<file path="src/rtl/fp_adder_normalize_shifter.sv">
// ============================================================================
// Module   : fp_adder_normalize_shifter
// Brief    : FP adder normalization stage (decode + left-shift), 2-stage
//            valid/ready pipeline driven by the leading-one position code.
// Revision : 1.0 - initial release
// ============================================================================
`default_nettype none

module fp_adder_normalize_shifter #(
    parameter int MANT_W = 24,
    parameter int EXP_W  = 8,
    parameter int POS_W  = 5
) (
    input  logic              clk,
    input  logic              rst,
    input  logic              in_valid,
    output logic              in_ready,
    input  logic              sign_in,
    input  logic [EXP_W-1:0]  exp_in,
    input  logic [MANT_W-1:0] mant_in,
    input  logic [POS_W-1:0]  pos_in,
    output logic              out_valid,
    input  logic              out_ready,
    output logic              sign_out,
    output logic [EXP_W-1:0]  exp_out,
    output logic [MANT_W-1:0] mant_out,
    output logic [MANT_W-1:0] lead_onehot,
    output logic              zero_flag,
    output logic              uflow_flag,
    output logic              err_flag
);

    localparam logic [POS_W-1:0] c_max_pos = POS_W'(MANT_W);

    typedef enum logic [1:0] {
        CLS_NORM  = 2'd0,
        CLS_ZERO  = 2'd1,
        CLS_UFLOW = 2'd2,
        CLS_ERR   = 2'd3
    } cls_t;

    logic              w_adv;
    logic [POS_W-1:0]  w_shamt;
    logic [MANT_W-1:0] w_onehot;
    cls_t              w_cls;

    // Stage-1 registers
    logic              s1_valid_q,  s1_valid_d;
    logic              s1_sign_q,   s1_sign_d;
    logic [EXP_W-1:0]  s1_exp_q,    s1_exp_d;
    logic [MANT_W-1:0] s1_mant_q,   s1_mant_d;
    logic [POS_W-1:0]  s1_shamt_q,  s1_shamt_d;
    logic [MANT_W-1:0] s1_onehot_q, s1_onehot_d;
    cls_t              s1_cls_q,    s1_cls_d;

    // Stage-2 (output) registers
    logic              out_valid_q,   out_valid_d;
    logic              sign_out_q,    sign_out_d;
    logic [EXP_W-1:0]  exp_out_q,     exp_out_d;
    logic [MANT_W-1:0] mant_out_q,    mant_out_d;
    logic [MANT_W-1:0] lead_onehot_q, lead_onehot_d;
    logic              zero_flag_q,   zero_flag_d;
    logic              uflow_flag_q,  uflow_flag_d;
    logic              err_flag_q,    err_flag_d;

    // Whole pipeline moves in lock-step; ready never depends on in_valid.
    assign w_adv    = !out_valid_q || out_ready;
    assign in_ready = w_adv;

    assign w_shamt = c_max_pos - pos_in;

    // Codes 0 and 25..31 match no bit, so the decode is naturally all-zero.
    for (genvar i = 0; i < MANT_W; i++) begin : g_onehot
        assign w_onehot[i] = (pos_in == POS_W'(i + 1));
    end

    always_comb begin
        w_cls = CLS_NORM;
        if (pos_in > c_max_pos) begin
            w_cls = CLS_ERR;
        end else if (pos_in == '0) begin
            w_cls = CLS_ZERO;
        end else if (exp_in <= EXP_W'(w_shamt)) begin
            w_cls = CLS_UFLOW;
        end
    end

    always_comb begin
        s1_valid_d    = s1_valid_q;
        s1_sign_d     = s1_sign_q;
        s1_exp_d      = s1_exp_q;
        s1_mant_d     = s1_mant_q;
        s1_shamt_d    = s1_shamt_q;
        s1_onehot_d   = s1_onehot_q;
        s1_cls_d      = s1_cls_q;
        out_valid_d   = out_valid_q;
        sign_out_d    = sign_out_q;
        exp_out_d     = exp_out_q;
        mant_out_d    = mant_out_q;
        lead_onehot_d = lead_onehot_q;
        zero_flag_d   = zero_flag_q;
        uflow_flag_d  = uflow_flag_q;
        err_flag_d    = err_flag_q;

        if (w_adv) begin
            s1_valid_d  = in_valid;
            out_valid_d = s1_valid_q;

            if (in_valid) begin
                s1_sign_d   = sign_in;
                s1_exp_d    = exp_in;
                s1_mant_d   = mant_in;
                s1_shamt_d  = w_shamt;
                s1_onehot_d = w_onehot;
                s1_cls_d    = w_cls;
            end

            if (s1_valid_q) begin
                lead_onehot_d = s1_onehot_q;
                sign_out_d    = 1'b0;
                exp_out_d     = '0;
                mant_out_d    = '0;
                zero_flag_d   = (s1_cls_q == CLS_ZERO);
                uflow_flag_d  = (s1_cls_q == CLS_UFLOW);
                err_flag_d    = (s1_cls_q == CLS_ERR);
                if (s1_cls_q == CLS_NORM) begin
                    sign_out_d = s1_sign_q;
                    exp_out_d  = s1_exp_q - EXP_W'(s1_shamt_q);
                    mant_out_d = s1_mant_q << s1_shamt_q;
                end
            end
        end
    end

    always_ff @(posedge clk) begin
        if (rst) begin
            s1_valid_q    <= 1'b0;
            s1_sign_q     <= 1'b0;
            s1_exp_q      <= '0;
            s1_mant_q     <= '0;
            s1_shamt_q    <= '0;
            s1_onehot_q   <= '0;
            s1_cls_q      <= CLS_NORM;
            out_valid_q   <= 1'b0;
            sign_out_q    <= 1'b0;
            exp_out_q     <= '0;
            mant_out_q    <= '0;
            lead_onehot_q <= '0;
            zero_flag_q   <= 1'b0;
            uflow_flag_q  <= 1'b0;
            err_flag_q    <= 1'b0;
        end else begin
            s1_valid_q    <= s1_valid_d;
            s1_sign_q     <= s1_sign_d;
            s1_exp_q      <= s1_exp_d;
            s1_mant_q     <= s1_mant_d;
            s1_shamt_q    <= s1_shamt_d;
            s1_onehot_q   <= s1_onehot_d;
            s1_cls_q      <= s1_cls_d;
            out_valid_q   <= out_valid_d;
            sign_out_q    <= sign_out_d;
            exp_out_q     <= exp_out_d;
            mant_out_q    <= mant_out_d;
            lead_onehot_q <= lead_onehot_d;
            zero_flag_q   <= zero_flag_d;
            uflow_flag_q  <= uflow_flag_d;
            err_flag_q    <= err_flag_d;
        end
    end

    assign out_valid   = out_valid_q;
    assign sign_out    = sign_out_q;
    assign exp_out     = exp_out_q;
    assign mant_out    = mant_out_q;
    assign lead_onehot = lead_onehot_q;
    assign zero_flag   = zero_flag_q;
    assign uflow_flag  = uflow_flag_q;
    assign err_flag    = err_flag_q;

endmodule

`default_nettype wire

</file>
<file path="config.mk">
export PLATFORM = sky130hd
export DESIGN_NAME = fp_adder_normalize_shifter
export DESIGN_NICKNAME = d
export VERILOG_FILES = /design/src/rtl/fp_adder_normalize_shifter.sv
export SDC_FILE = /design/constraint.sdc
export NUM_CORES = 1
export LEC_CHECK = 0
export CAP_MARGIN = 20
export CORE_MARGIN = 3
export CORE_UTILIZATION = 55
export CTS_CLUSTER_DIAMETER = 80
export CTS_CLUSTER_SIZE = 24
export DETAILED_ROUTE_END_ITERATION = 12
export DONT_BUFFER_PORTS = 1
export HOLD_SLACK_MARGIN = 0.08
export PLACE_DENSITY = 0.7
export SETUP_SLACK_MARGIN = 0.02
export SLEW_MARGIN = 20
export SYNTH_ARGS = -nofsm -noshare
export SYNTH_HDL_FRONTEND = slang
export SYNTH_SLANG_ARGS = --single-unit
</file>
<file path="constraint.sdc">
create_clock -name clk -period 6.08 [get_ports clk]
set_input_delay 1.216 -clock clk [delete_from_list [all_inputs] [get_ports clk]]
set_output_delay 1.216 -clock clk [all_outputs]
set_load 0.005 [all_outputs]
</file>
* Word-level counts from Yosys, hierarchy flattened
Cells that the tools add are included.
Storage, ports and cells: flip-flop bits (word level) 126, bits of input ports 42, output and inout bits 62, logic and storage cells 59
Operators by class: $add $sub $neg 2, order comparisons 2, eq/ne operators 27, shift operators 1, muxes and demuxes 6, reductions and logical operators 6
Operators with widths (number):
- equality test 5 bit (second input constant) | 9
- equality test 5 x 4 -> 1 bit (second input constant) | 8
- two-way mux 24 bit | 1
- << shifter 24 x 5 -> 24 bit | 1
- equality test 5 x 3 -> 1 bit (second input constant) | 4
- equality test 5 x 2 -> 1 bit (second input constant) | 2
- <= comparator 8 x 5 -> 1 bit | 1
- two-way mux 8 bit | 1
- subtractor 8 x 5 -> 8 bit | 1
- two-way mux 2 bit | 3
- equality test 5 x 1 -> 1 bit (second input constant) | 1
- > comparator 5 bit (second input constant) | 1
- logical NOT 5 bit | 1
- subtractor 5 bit (first input constant) | 1
- equality test 2 bit (second input constant) | 2
- AND reduction 2 bit | 2
- equality test 2 x 1 -> 1 bit (second input constant) | 1
- logical NOT 2 bit | 1
- logical NOT 1 bit | 1
- logical OR 1 bit | 1
- two-way mux 1 bit | 1

* Depth between registers and ports, before layout
depth in word-level cells 5, gate-level depth with buffers 10, mapped depth without buffers 10

* Least setup slack after synthesis
Ideal clock, no wire load.
path type in2out, start input port out_ready, end output port in_ready, data arrival time 1570 ps, data required time 4864 ps, setup slack 3294 ps, stages 2, buffers on the path 0, cells stage by stage and2b_1 -> inv_2
Between the ends: longest elaborated chain between the ends 1
Ends and longest elaborated chain:
- start: declaration | RTL line 23 | input logic out_ready,
- logical OR 1 bit | RTL line 67 | assign w_adv = !out_valid_q || out_ready;
- end: declaration | RTL line 17 | output logic in_ready,
Every way passes these cells.

* Final worst setup path
Ends and elaborated chain as after synthesis.

==> key figures <==
GRT
  • Initial antenna violation count: 0
  • GRT Util Overall: 25.3%
  • First-pass GRT wire length: 25300 um
  • Largest net degree at the start of global routing: 117
  • Global route overflow: 0
  • Vias in the first global route: 4732

Detailed routing
  • Vias per inst: 6.01
  • Drt wl/cell: roughly 19 um
  • Total Wirelength: 15600 um
  • Vias: roughly 5k
  • DR pass1 iterations: 7
  • DR iter-0 viols: between 500 and 600
  • DRC: 0
  • Routed Antenna Nets: 0

STA
  • Fmax: ~0.35 GHz
  • Final Critical Period: 2840 ps
  • Final critical-path share of the clock period: 46.6%
  • Actual slew at the worst max-slew pin: ~900 ps
  • RSZ-0062 raised after global routing: no
  • Setup TNS: 0 ps
  • Finish-stage setup viols: 0
  • Relative slew slack: 39.1%
  • Max Slew Vio Count: 0
  • Worst Skew: around 6.8 ps
  • Final worst-path setup slack: approximately 3200 ps
  • Final hold vios: 0

Place
  • IO Port Bufs: 0
  • DP HPWL: between 10000 and 15000 um
  • GPL Wtd Cong: 0.912
  • Place WS: 3050 ps

Floorplanning
  • Initial Utilization: 57.5%
  • Cell Rows: 37
  • Die Y-Extent: 111 um
  • Die footprint: 0.0123 sq mm
  • CORE AREA: 0.0105 sq mm
  • Die width: 111 um
  • Ports: between 100 and 150

Min path
  • Type of the most critical hold path: reg -> reg
  • Hold path cells: 2

Synth
  • Most frequent cell after synthesis: nand2_1
  • Ys async rst share: 0%
  • Yosys warnings: 0
  • Post-synthesis sequential area ratio: 41.7%
  • Top cell type's share of synthesized area: 41.7%
  • Post-synthesis cell type count: 63
  • Post-synth EDFFs: 0
  • Main synth FF type: dfxtp_1
  • Synth Register Bits: 126
  • Top cells by count, synth: nand2_1, dfxtp_1, a21oi_1, nor2_1, a22oi_1
  • Syn Area/Cell: 8.46 sq um
  • Syn Inst Count: 714
  • Cell area after synthesis: 0.00604 sq mm
  • Largest area contributor in the netlist: dfxtp_1
  • Synth top area cells: dfxtp_1, nand2_1, a21oi_1, mux2i_1, a22oi_1
  • Post-synth net total: 771

Critical path
  • Worst Setup Start Kind: input pin
  • Cell family with most CP delay: simple AND/OR/NAND/NOR gates
  • Critical path endpoint category: primary output
  • Crit path kind: in -> out
  • Worst path slowest cell: and2b_1
  • Crit path largest cell delay: 290 ps
  • Sequence of cells on the critical path: and2b_1, inv_2
  • CP arrival: 1620 ps
  • Critical path required time: 4860 ps
  • Worst Path Max Fanout: 7
  • Critical Path Stages: 2
  • Register-to-Register Path Depth: 6
  • Worst path bufs/invs: 1

Clock network
  • H-tree depth: 4
  • Post-CTS sizing: 0
  • Clk sinks: 126
  • Root Buffer: clkbuf_8
  • Post-CTS Repair Setup Buffers: 0
  • Latest clock arrival within the worst-skew pair: 530 ps
  • Clock slew at reported path FFs: 60 ps
  • CTS buffer count: 17
  • CTS Hold Bufs: 0
  • CTS tree: built
  • CTS Buffer Depth: 2

Power and ir drop
  • Pwr dens: 311 mW/mm^2
  • Leak: 2.33 nW
  • VDD IR max: 0.174 mV

Flow run
  • Max_cap viols: 0

Status
  • Outcome: finished clean

Layout
  • Nets: 745
  • Fill count: between 900 and 1k
  • Antenna diodes: 0
  • Share of layout cells above drive strength 1: under 10%
  • Area grow syn2layout: 8.26%
per-stage QoR:
stage	utilization (%)	hold WS [ps]	instance area, sq um	std cells	total power [mW]
after floorplan	-	432	6040	714	1.09
after global placement	57.1	437	6000	805	1.13
after detailed placement	57.1	442	6000	805	1.13
after CTS	62.2	450	6540	836	2.05
after global routing	62.2	462	6540	836	2.11
final	62.2	455	6540	836	2.04
power by group:
group | switching (mW) | total [mW] | internal, mW
clock network | 0.382 | 0.923 | 0.540
registers | 0.0306 | 0.883 | 0.853
logic | 0.141 | 0.232 | 0.0908
cell usage in the layout (no fill, tap or decap), drive strengths merged, types with 10 or more instances in the layout:
cell	count
a21oi	85
a22oi	31
clkbuf	18
dfxtp	126
ha	14
inv	13
mux2	12
mux2i	30
nand2	163
nor2	60
nor3	10
o21ai	15
final cells by class:
cell class,instances,area (sq um),share of cell area (%)
Multi-Input combinational cell,523,3210,49.1
Sequential cell,126,2520,38.6
Clock buffer,18,418,6.39
Tap cell,136,170,2.60
Clock inverter,13,120,1.84
Timing Repair Buffer,7,52.6,0.803
Inverter,13,48.8,0.746
routing by layer:
metal  vias up  global-route usage, %  wire, um
li1       2466                      -         -
met3        16                   9.06      1770
met2       221                   35.8      6510
met5         -                      0         0
met1      2320                   36.7      7190
met4         0                   6.40       155
final timing paths:
kind                        from        endpoint  slack, ps
hold reg to reg   s1_onehot_q[3]  s1_onehot_q[3]        460
setup reg to reg   s1_shamt_q[3]      exp_out[5]       3260
setup / recovery       out_ready        in_ready       3240
hold / removal    s1_onehot_q[3]  s1_onehot_q[3]        460
sequential cells by signal, summed over array words and instances, names as in the netlist:
| name | flops |
|---|---|
| mant_out | 24 |
| s1_shamt_q | 5 |
| s1_valid_q | 1 |
| s1_exp_q | 8 |
| s1_onehot_q | 24 |
| s1_mant_q | 24 |
| s1_sign_q | 1 |
| exp_out | 8 |
| sign_out | 1 |
| lead_onehot | 24 |
| err_flag | 1 |
| s1_cls_q | 2 |
| zero_flag | 1 |
| out_valid | 1 |
| uflow_flag | 1 |
cells by family (layout without fill, tap and decap cells):
kind of cell,Yosys count,count (layout),synth area share (%)
AOI/OAI and AO/OA,175,175,18.0
xor gates and xnor gates,6,6,0.870
adders and majority gates,15,15,3.23
buffers and inverters,65,51,5.18
DFF,126,126,41.7
muxes,51,51,10.9
and+or+nand+nor,276,276,20.0
No activity file was read; power rests on OpenSTA's default activity.
